<file path="config.mk">
export PLATFORM = sky130hd
export DESIGN_NAME = up_dn_counter_gen
export DESIGN_NICKNAME = d
export VERILOG_FILES = /design/src/rtl/up_dn_pkg.sv /design/src/rtl/up_dn_next_calc.sv /design/src/rtl/up_dn_counter_gen.sv
export SDC_FILE = /design/constraint.sdc
export NUM_CORES = 1
export LEC_CHECK = 0
export ABC_AREA = 0
export CAP_MARGIN = 20
export CORE_ASPECT_RATIO = 2
export CORE_UTILIZATION = 40
export DETAILED_ROUTE_END_ITERATION = 10
export DONT_BUFFER_PORTS = 1
export PLACE_DENSITY_LB_ADDON = 0.25
export SLEW_MARGIN = 5
export SYNTH_ARGS = -nofsm -noshare
export SYNTH_HDL_FRONTEND = slang
export SYNTH_SLANG_ARGS = --single-unit
</file>
<file path="constraint.sdc">
create_clock -name CLK -period 3.3 [get_ports CLK]
set_input_delay 0.495 -clock CLK [delete_from_list [all_inputs] [get_ports CLK]]
set_output_delay 0.495 -clock CLK [all_outputs]
set_load 0.005 [all_outputs]
</file>
<file path="src/rtl/up_dn_pkg.sv">
// Shared constants for the generic up/down counter: count modes, direction
// encodings and the arbitrated request type passed to the next-state block.
package up_dn_pkg;

  localparam int MODE_SAT  = 0;
  localparam int MODE_WRAP = 1;

  localparam logic DIR_UP = 1'b1;
  localparam logic DIR_DN = 1'b0;

  // One request per cycle after Load > Down > Up arbitration
  typedef enum logic [1:0] {
    REQ_NONE = 2'd0,
    REQ_LOAD = 2'd1,
    REQ_DN   = 2'd2,
    REQ_UP   = 2'd3
  } req_e;

endpackage

</file>
<file path="src/rtl/up_dn_next_calc.sv">
// Combinational next-count calculation: bounded step up/down, clamped load,
// and the clip/wrap event, for an already-arbitrated request.
module up_dn_next_calc
  import up_dn_pkg::*;
#(
  parameter int WIDTH     = 5,
  parameter int WRAP_MODE = MODE_SAT
) (
  input  logic [WIDTH-1:0] cnt,
  input  logic [WIDTH-1:0] step,
  input  logic [WIDTH-1:0] lo,
  input  logic [WIDTH-1:0] hi,
  input  logic [WIDTH-1:0] load_val,
  input  req_e             req,
  output logic [WIDTH-1:0] cnt_next,
  output logic             evt,
  output logic             apply
);

  localparam bit IS_WRAP = (WRAP_MODE == MODE_WRAP);

  logic [WIDTH:0] sum;
  logic [WIDTH:0] diff;
  logic           cfg_ok;

  // One extra bit so overflow / underflow are visible without wrapping
  assign sum    = {1'b0, cnt} + {1'b0, step};
  assign diff   = {1'b0, cnt} - {1'b0, step};
  assign cfg_ok = (lo <= hi);

  always_comb begin
    cnt_next = cnt;
    evt      = 1'b0;
    apply    = 1'b0;
    case (req)
      REQ_LOAD: begin
        apply = 1'b1;
        if (!cfg_ok) begin
          cnt_next = load_val;
        end else if (load_val < lo) begin
          cnt_next = lo;
          evt      = 1'b1;
        end else if (load_val > hi) begin
          cnt_next = hi;
          evt      = 1'b1;
        end else begin
          cnt_next = load_val;
        end
      end
      REQ_UP: begin
        if (cfg_ok) begin
          apply = 1'b1;
          if (sum <= {1'b0, hi}) begin
            cnt_next = sum[WIDTH-1:0];
          end else begin
            cnt_next = IS_WRAP ? lo : hi;
            evt      = 1'b1;
          end
        end
      end
      REQ_DN: begin
        if (cfg_ok) begin
          apply = 1'b1;
          if ($signed(diff) >= $signed({1'b0, lo})) begin
            cnt_next = diff[WIDTH-1:0];
          end else begin
            cnt_next = IS_WRAP ? hi : lo;
            evt      = 1'b1;
          end
        end
      end
      default: begin
        cnt_next = cnt;
      end
    endcase
  end

endmodule

</file>
<file path="src/rtl/up_dn_counter_gen.sv">
// Bounded up/down counter with programmable step and limits; saturates or
// wraps at the limits and reports clip/wrap events and last count direction.
module up_dn_counter_gen
  import up_dn_pkg::*;
#(
  parameter int WIDTH     = 5,
  parameter int WRAP_MODE = MODE_SAT,
  parameter int RST_VAL   = 0
) (
  input  logic             CLK,
  input  logic             RST,
  input  logic             EN,
  input  logic             Up,
  input  logic             Down,
  input  logic             Load,
  input  logic [WIDTH-1:0] IN,
  input  logic [WIDTH-1:0] STEP,
  input  logic [WIDTH-1:0] MIN,
  input  logic [WIDTH-1:0] MAX,
  output logic [WIDTH-1:0] Counter,
  output logic             High,
  output logic             Low,
  output logic             Event,
  output logic             Dir
);

  localparam logic [WIDTH-1:0] RST_CNT = RST_VAL[WIDTH-1:0];

  logic [WIDTH-1:0] cnt_reg;
  logic             event_reg;
  logic             dir_reg;

  req_e             req;
  logic [WIDTH-1:0] cnt_next;
  logic             evt_next;
  logic             apply;

  // EN gates counting only; Load always gets through
  always_comb begin
    req = REQ_NONE;
    if (Load) begin
      req = REQ_LOAD;
    end else if (EN && Down) begin
      req = REQ_DN;
    end else if (EN && Up) begin
      req = REQ_UP;
    end
  end

  up_dn_next_calc #(
    .WIDTH     (WIDTH),
    .WRAP_MODE (WRAP_MODE)
  ) u_next_calc (
    .cnt      (cnt_reg),
    .step     (STEP),
    .lo       (MIN),
    .hi       (MAX),
    .load_val (IN),
    .req      (req),
    .cnt_next (cnt_next),
    .evt      (evt_next),
    .apply    (apply)
  );

  always_ff @(posedge CLK) begin
    if (RST) begin
      cnt_reg   <= RST_CNT;
      event_reg <= 1'b0;
      dir_reg   <= DIR_UP;
    end else begin
      event_reg <= evt_next;
      if (apply) begin
        cnt_reg <= cnt_next;
      end
      if (apply && (req == REQ_UP)) begin
        dir_reg <= DIR_UP;
      end else if (apply && (req == REQ_DN)) begin
        dir_reg <= DIR_DN;
      end
    end
  end

  assign Counter = cnt_reg;
  assign Event   = event_reg;
  assign Dir     = dir_reg;
  assign High    = (cnt_reg == MAX);
  assign Low     = (cnt_reg == MIN);

endmodule
</file>
==> impl_summary.md <==
Placed design
The count of buffers from port buffering is 0. The wire-length estimate of the detail-placed layout is 4.04 mm. Including well taps, the total number of placed cells is 261. The minimum setup slack after placement is 0.0179 ns. The congestion estimate from routability-driven global placement came to 0.847.

Drt
The post-detailed-route DRC marker count is 0. The routed layout has 1,534 vias. The via count normalized by instance count is 5.77. The antenna violation net count after detailed routing is 0.

The final layout contains routed wiring with a total length of 4.75 mm. The initial detailed-routing violation count is 46. The post-detailed-route wirelength per cell is 17.8 um. The number of search-and-repair iterations in the first detailed-routing pass is 6.

Setup path
At the worst endpoint, the required time is 3.40 ns. The worst setup path is of the reg -> reg kind. The critical path's largest stage delay is 0.48 ns.

Traced cell by cell, the critical path runs through inv_1 -> ha_1 -> fa_1 -> inv_1 -> a21o_1 -> a21oi_1 -> xnor2_1 -> ha_1 -> a21oi_1 -> a221oi_4 -> mux2_4 -> a22oi_1 -> a311oi_1. The arrival time at the worst endpoint is 3.24 ns. The kind of start point of the critical path is a register. The maximum fanout count along the critical path is 6. The largest individual stage delay along the critical path comes from the cell a221oi_4. The type of destination of the critical path is a register.

Clocking
Buffers inserted to repair hold after CTS numbered 0. Counting the buffers created by CTS gives 3. The number of levels the H-tree was split into is 1. Clock latency on the worst-skew pair, taken at its later pin, is 0.23 ns. The root cell of the clock tree is clkbuf_8. The tree built by TritonCTS fans out to 7 sinks. TritonCTS built the clock tree.

Clock-pin slew was measured on the worst setup and hold paths at 0.04 ns. The clock passes through at most 2 buffers.

Die
The count of standard-cell rows is 32. The I/O pin count is 35. The vertical extent of the die is 93.4 um. The die extent in x is 47.7 um. The initial utilization of the core area, before any placement, comes to 0.425. The floorplan step defined a die boundary enclosing 4450 um^2. The core region is 3920 um^2.

Global routing
For this run the aggregate overflow at the end of global routing stands at 0. The wire length of the first global-routing pass is 7.59 mm. The via count of the first global-routing pass came to 1,644. The number of antenna violations at the first check in global routing is 0. The global-route usage over all layers is 0.241.

The pin count of the biggest net entering global routing is 12.

Timing
The final hold violation count is 0. The fmax is 318 MHz. Setup repair after global routing left no endpoint under its margin. The number of setup violations in the final report is 0. Setup slack closes at 0.159 ns. The worst hold-check slack is 0.323 ns. At the pin with the least slew margin, the transition time is 0.623 ns.

Headroom to the max-slew limit came out at 0.584. Subtracting the final worst setup slack from the clock period gives 3.14 ns. The final clock skew is 0.00109 ns. The portion of the clock cycle consumed by the worst path in the final layout is 0.952.

After routing, the total negative slack on setup checks comes to 0 ns. The final-report max-slew violation count was 0.

Pwr
The cell leakage power is 0.000837 uW. The power spent charging and discharging nets is 314 uW. The internal portion of the total power is 400 uW.

IR analysis of the VDD net gives a maximum drop of 0.232 mV. The part of the total power dissipated in the clock network is 0.177. The sequential group share of total power is 0.148. The net switching share of the total power is 0.440. The relative contribution of combinational cells to total power is 0.674. Dividing total power by cell area gives a power density of 394 nW/um^2.

Final layout
The count of antenna diodes in the layout is 0. The final-stage net count is 278. The area added between synthesis and finish is 8.70%. After filler insertion, the fill cell instance count of the layout stands at 431. Of the cells placed in the final design, the portion with a size suffix greater than 1 is 0.116. The final core utilization is 0.462.

The commonest non-fill, non-tap cell in the layout is ha_1. After the flow finishes, the layout carries non-filler instances totaling 266. The top cell types in the final layout, fill and taps aside, are 34 x ha_1, 21 x inv_1, 17 x nor2_1.

Worst hold path
The path category of the worst min-delay check is in -> reg.

Synth
For this run, the register share of the synthesized area comes to 0.0840. Yosys printed 0 warnings. In this run the mean area of a mapped cell was 8.06 um^2.

When the netlist entered floorplanning its net count stood at 269. The instance count of the mapped netlist is 207. In this run, synthesis produced a sequential element count of 7. The fraction of registers with async set/reset is 0. After synthesis the cells add up to 1670 um^2.

The number of flops mapped to enable cells by yosys is 0. In the synthesized netlist the dominant register cell turns out to be dfxtp_1. The number of distinct library cell variants in the gate-level netlist after synthesis is 52.

Flow run
The number of maximum-capacitance violations is 0.

Outcome
The flow ran to the end, and the final reports show no timing, DRC or antenna violations.
cell families after synthesis:
kind of cell | Yosys count | share of synthesized area
AND/OR/NAND/NOR | 56 | 0.181
AO/OA/AOI/OAI | 55 | 0.234
adder cells (fa/ha/maj) | 36 | 0.279
buffers and inverters | 27 | 0.0690
XOR/XNOR | 16 | 0.0840
multiplexers | 10 | 0.0690
flip-flops | 7 | 0.0840
cells in the mapped netlist, types with 3 or more instances:
cell      number  area, um^2
nor3_1         3        15.0
nor2_1        17        63.8
a22oi_1        3        22.5
nand2b_1       8        50.1
o21ai_1        5        25.0
dfxtp_1        7         140
inv_1         21        78.8
ha_1          34         425
a21oi_1       11        55.1
xor2_1         5        43.8
mux2i_1        4        40.0
nand2_1        8        30.0
o21ai_0        6        30.0
nor2b_1        5        31.3
o211ai_1       7        52.6
a311oi_1       3        26.3
xnor2_1       11        96.3
final timing paths:
check              from         end  slack, ns  cells past startpoint
max          Counter[0]  Counter[4]       0.16                     13
min reg2reg         Dir         Dir       0.51                      1
max reg2reg  Counter[0]  Counter[4]       0.16                     13
min                 RST  Counter[0]       0.32                      1
worst max-delay path: cells and delay by family, from the launching register on:
family | cells | cell delay [ns]
buffers and inverters | 2 | 0.12
AO/OA/AOI/OAI | 6 | 1.10
XOR/XNOR | 1 | 0.15
flip-flops | 1 | 0.35
multiplexers | 1 | 0.34
adder cells (fa/ha/maj) | 3 | 0.94
registers in the layout, indices dropped and copies added, names as in the netlist:
register / flops
Counter: 5
Event: 1
Dir: 1
cell type report:
| class | instances | area, um^2 | area share |
|---|---|---|---|
| multi-input cells | 173 | 1410 | 0.779 |
| inverters | 22 | 82.6 | 0.0455 |
| clock buffers | 4 | 45.0 | 0.0248 |
| repair buffers | 9 | 67.6 | 0.0372 |
| well taps | 51 | 63.8 | 0.0352 |
| flip-flops and latches | 7 | 141 | 0.0779 |
through the flow:
step           area, um^2  power (uW)
5_1_grt              1810         776
6_report             1810         714
4_1_cts              1810         708
2_1_floorplan        1670         465
3_3_place_gp         1760         577
3_5_place_dp         1760         580
timing repair:
action	4_1_cts	5_1_grt
setup buffers	0	1
endpoints found under the setup margin	0	5
endpoints found under the hold margin	0	0
resized for setup	0	1
power groups by stage:
stage	Sequential (uW)	Clock (uW)	Combinational, uW
floorplan	112	0	353
global placement	107	0	470
detailed placement	106	0	474
CTS	105	126	477
global route	107	130	539
finish	106	127	481
layer usage:
| layer | vias up | global-route usage | wire length, um |
|---|---|---|---|
| li1 | 759 | - | - |
| met1 | 704 | 0.260 | 1770 |
| met2 | 51 | 0.432 | 2490 |
| met3 | 20 | 0.0116 | 203 |
| met4 | 0 | 0.130 | 284 |
| met5 | - | 0 | 0 |
No activity file was read; power rests on OpenSTA's default activity.
==> RTL edit 1, RTL diff (config.mk and constraints unchanged) <==
`WIDTH` is set to 5 in 2 places; all go to 10.
--- a/src/rtl/up_dn_next_calc.sv
+++ b/src/rtl/up_dn_next_calc.sv
@@ -3,7 +3,7 @@
 module up_dn_next_calc
   import up_dn_pkg::*;
 #(
-  parameter int WIDTH     = 5,
+  parameter int WIDTH     = 10,
   parameter int WRAP_MODE = MODE_SAT
 ) (
   input  logic [WIDTH-1:0] cnt,
--- a/src/rtl/up_dn_counter_gen.sv
+++ b/src/rtl/up_dn_counter_gen.sv
@@ -3,7 +3,7 @@
 module up_dn_counter_gen
   import up_dn_pkg::*;
 #(
-  parameter int WIDTH     = 5,
+  parameter int WIDTH     = 10,
   parameter int WRAP_MODE = MODE_SAT,
   parameter int RST_VAL   = 0
 ) (
Ports: changed (5 resized); port bits go from 35 to 60. No check against the original RTL was run, so the function may have changed too.
==> RTL edit 1 against the unedited design <==
The run now ends with negative setup slack left. Clock skew about the same. Power rose to 2.9 times the old value. Worst setup slack worse by 0.53 ns. Sequential cell count is 5 higher. Highest routed layer unchanged. Worst hold slack improved by 0.019 ns. Cell area rose to 2.5 times the old value. Via count up 140%. First-iteration DRC count increased to 4.0 times the old value. Synthesized area is 100% higher. Critical endpoint is now Counter[3]. Wire length grew to 2.6 times the old value.
==> RTL edit 1: results (changes against the unedited design) <==
leakage_nw: 2.06  # +150%
gp_congestion: 0.942  # +11%
setup_viol: 10  # +10
synthAdderAreaFrac: 0.265  # -0.0135
r2r_start: "Counter[2]"
clock_skew_ns: 0.00120  # +0.000118 ns
grt_max_degree: 19  # +7
violations: "negative setup slack"
synth_commonest_cells: "ha_1, inv_1, nor2_1"
reg2reg_depth: 18  # +5
fin_nets: 624  # +120%
synth_area_per_cell_um2: 7.99  # -0.89%
dp_cells: 589  # +130%
crit_fanout: 5  # -1
fin_cells: 603  # +130%
timing.rr.end: "Counter[3]"
finalWorstSetupSlack_ns: -0.371  # -0.529 ns
grt_usage: 0.299  # +0.0576
n_fill_cell: 795  # +84%
yosysUniqueCellTypes: 65  # +25%
dp_slack_ns: -0.744  # -0.762 ns
p_int_mw: 1.18  # +190%
drtIter0Drc: 182  # +300%
largest_register_ffs: 10  # +5
status: "complete, but fails checks"
holdWs_ns: 0.342  # +0.0189 ns
postCtsSetupBuffers: 7  # +7
cts_resized: 48  # +48
placed_cell_area_um2: 4130  # +130%
drive_above_1_share: 0.323  # +0.206
tightest_slew_ns: 0.687  # +0.0640 ns
root_buffer: "clkbuf_16"
synth_area_leaders: "ha_1, xnor2_1, dfxtp_1"
peakVddDrop_mv: 0.188  # -19%
==> RTL edit 1: cell count changes in the layout (fill, tap and decap cells not counted), moves of 9 or more <==
cell	unedited run	this run
nand4_1	1	10
mux2i_1	4	18
ha_1	34	60
buf_4	9	79
xnor2_1	11	24
nor2_1	17	32
inv_1	21	45
==> RTL edit 1: power groups by stage <==
stage | clock network, mW | logic (mW) | registers [mW]
after floorplan | 0 | 0.852 | 0.201
after global placement | 0 | 1.33 | 0.191
after detailed placement | 0 | 1.35 | 0.191
after CTS | 0.242 | 1.55 | 0.191
after global routing | 0.246 | 1.78 | 0.194
final | 0.247 | 1.66 | 0.192
==> RTL edit 1: how the worst max path moves through the flow <==
stage,to,start,depth (start not counted)
floorplan,Counter[2],STEP[4],19
global placement,Counter[8],STEP[1],17
detailed placement,Counter[7],STEP[3],18
CTS,Counter[0],Counter[0],18
global route,Counter[0],Counter[0],17
finish,Counter[3],Counter[2],18
==> RTL edit 1: layout make-up <==
type	instances	area, um^2	area share
Tap cell	98	123	0.0266
Multi-Input combinational cell	353	3220	0.697
Inverter	49	194	0.0421
Timing Repair Buffer	88	746	0.162
Clock buffer	3	75.1	0.0163
Sequential cell	12	258	0.0559
==> RTL edit 1: routing by layer <==
| metal | global-route usage | part of all wire | vias up | routed length, um |
|---|---|---|---|---|
| li1 | - | - | 1724 | - |
| met1 | 0.273 | 0.33 | 1715 | 4080 |
| met2 | 0.551 | 0.55 | 124 | 6840 |
| met3 | 0.0379 | 0.040 | 54 | 500 |
| met4 | 0.233 | 0.082 | 0 | 1030 |
| met5 | 0 | 0 | - | 0 |
==> RTL edit 1: logic make-up (layout without fill, tap and decap cells) <==
family / after synthesis / in the layout
AND/OR/NAND/NOR: 105 / 105
multiplexers: 20 / 20
buffers and inverters: 61 / 140
XOR/XNOR: 36 / 36
AO/OA/AOI/OAI: 121 / 121
adder cells (fa/ha/maj): 71 / 71
flip-flops: 12 / 12
==> RTL edit 1: metrics by stage <==
step | power, mW | setup TNS (ns)
floorplan | 1.05 | -1.78
global placement | 1.52 | -6.69
detailed placement | 1.54 | -6.97
CTS | 1.99 | -2.85
global route | 2.22 | -4.75
finish | 2.10 | -3.25
==> RTL edit 1: worst max-delay path: stages (launching register included) <==
cell	delay, ns
dfxtp_4	0.36
ha_4	0.24
or3_4	0.38
o211ai_1	0.21
buf_4	0.18
nand2_1	0.07
xnor2_1	0.14
ha_1	0.34
nand4_1	0.13
buf_4	0.17
a211oi_4	0.26
a2111oi_4	0.06
o211a_4	0.30
buf_12	0.13
buf_16	0.13
nand2_2	0.06
o21ai_2	0.06
a221oi_2	0.23
a21oi_1	0.09
==> RTL edit 2, RTL diff (same flow settings) <==
Made on the original files. Make the reset (`RST`) asynchronous in one clocked block.
--- a/src/rtl/up_dn_counter_gen.sv
+++ b/src/rtl/up_dn_counter_gen.sv
@@ -62,7 +62,7 @@
     .apply    (apply)
   );
 
-  always_ff @(posedge CLK) begin
+  always_ff @(posedge CLK or posedge RST) begin
     if (RST) begin
       cnt_reg   <= RST_CNT;
       event_reg <= 1'b0;
Behaviour: differs if RST is asserted again (counterexample within 4 cycles, from zero or initial values and one cycle with RST high); with RST held inactive, the same outputs for 10 cycles.
==> RTL edit 2 against the unedited design <==
Worst setup slack worse by 0.012 ns. Non-clock buffer count up 9. Power up 46%. Synthesized area down 3.9%. Cell area up 4.7%. Critical endpoint is now Counter[0]. Critical path type unchanged. Fmax down 0.39%. Wire length up 1.8%. Sequential cell count unchanged. Count of clock-buffer cells in the layout unchanged.
==> RTL edit 2: results (changes against the unedited design) <==
status: "complete, no violations"
diodes: 0  # unchanged
yosysUniqueCellTypes: 43  # -17%
post-dp-hpwl_um: 4170  # +3.3%
reg2reg_depth: 16  # +3
async_flop_share: 1.00  # +1.00
placed_cell_area_um2: 1750  # -0.50%
synth-main-ff-cell: "dfrtp_1"
leakage_nw: 0.872  # +4.2%
crit_fanout: 4  # -2
seq_area_frac_synth: 0.110  # +0.0260
r2r_start: "Counter[0]"
grt_pass1_wl_um: 7400  # -2.5%
power_switching_share: 0.436  # -0.00423
drtIter0Drc: 31  # -33%
firstDrtPassIters: 4  # -2
grt_usage: 0.244  # +0.00306
wl_per_cell_um: 18.3  # +2.6%
gp_congestion: 0.930  # +9.8%
clock_skew_ns: 0.00167  # +0.000581 ns
fin_nets: 276  # -0.72%
syn-num-nets: 256  # -4.8%
synth_area_leaders: "ha_1, dfrtp_1, mux2i_1"
route.vias.total: 1505  # -1.9%
peakVddDrop_mv: 0.190  # -18%
==> RTL edit 2: how the worst max path moves through the flow <==
| stage | from | endpoint | cells past startpoint |
|---|---|---|---|
| after detailed placement | STEP[0] | Counter[3] | 16 |
| after floorplan | STEP[0] | Counter[3] | 15 |
| final | Counter[0] | Counter[0] | 16 |
| after CTS | Counter[0] | Counter[3] | 16 |
| after global routing | Counter[0] | Counter[1] | 17 |
| after global placement | STEP[0] | Counter[3] | 16 |
==> RTL edit 2: power by group through the flow <==
| stage | Clock [mW] | Sequential, mW | Combinational (mW) |
|---|---|---|---|
| after global placement | 0 | 0.131 | 0.652 |
| final | 0.119 | 0.129 | 0.792 |
| after CTS | 0.119 | 0.130 | 0.720 |
| after detailed placement | 0 | 0.132 | 0.661 |
| after floorplan | 0 | 0.137 | 0.468 |
| after global routing | 0.126 | 0.132 | 0.864 |
==> RTL edit 2: stage by stage <==
stage	worst slack, ns	setup TNS, ns	instances
5_1_grt	-0.0353	-0.0608	264
3_5_place_dp	-0.153	-0.472	255
6_report	0.146	0	264
4_1_cts	0.0116	0	262
3_3_place_gp	-0.0318	-0.0318	255
2_1_floorplan	0.0352	0	194
==> RTL edit 2: area by class of cell <==
class / count / area, um^2
fillers: 406 / 1940
multi-input cells: 163 / 1390
flip-flops and latches: 7 / 176
repair buffers: 18 / 148
inverters: 21 / 78.8
well taps: 51 / 63.8
clock buffers: 4 / 45.0
==> RTL edit 2: timing repair <==
| action | in CTS | in global routing |
|---|---|---|
| setup endpoints to repair | 5 | 5 |
| gates resized for setup | 2 | 11 |
| pin swaps | 4 | 12 |
| buffers inserted | 3 | 2 |
| gates cloned | 0 | 0 |
==> RTL edit 2: cell families after synthesis <==
family / Yosys count / synth area share
xor+xnor: 15 / 0.0819
flops: 7 / 0.110
fa+ha+maj: 36 / 0.290
buf+inv: 24 / 0.0577
mux: 8 / 0.0499
simple gates: 46 / 0.148
compound gates: 58 / 0.262
==> RTL edit 2: routing by layer <==
| metal | track usage | up-vias | part of all wire |
|---|---|---|---|
| met5 | 0 | - | 0 |
| met4 | 0.155 | 0 | 0.072 |
| met3 | 0.0398 | 22 | 0.044 |
| met2 | 0.444 | 50 | 0.55 |
| met1 | 0.224 | 691 | 0.33 |
| li1 | - | 742 | - |
==> RTL edit 2: worst max-delay path, stage by stage, from the launching register on <==
cell and delay [ns]:
dfrtp_1 0.35, ha_2 0.18, inv_1 0.05, fa_2 0.34
nor2_1 0.09, nor2_1 0.05, o21bai_1 0.16, xnor2_1 0.20
ha_1 0.30, and3_2 0.20, a32oi_2 0.26, a2111oi_4 0.05
buf_4 0.17, buf_12 0.13, a2bb2oi_1 0.21, o2111a_1 0.20
o22ai_1 0.06
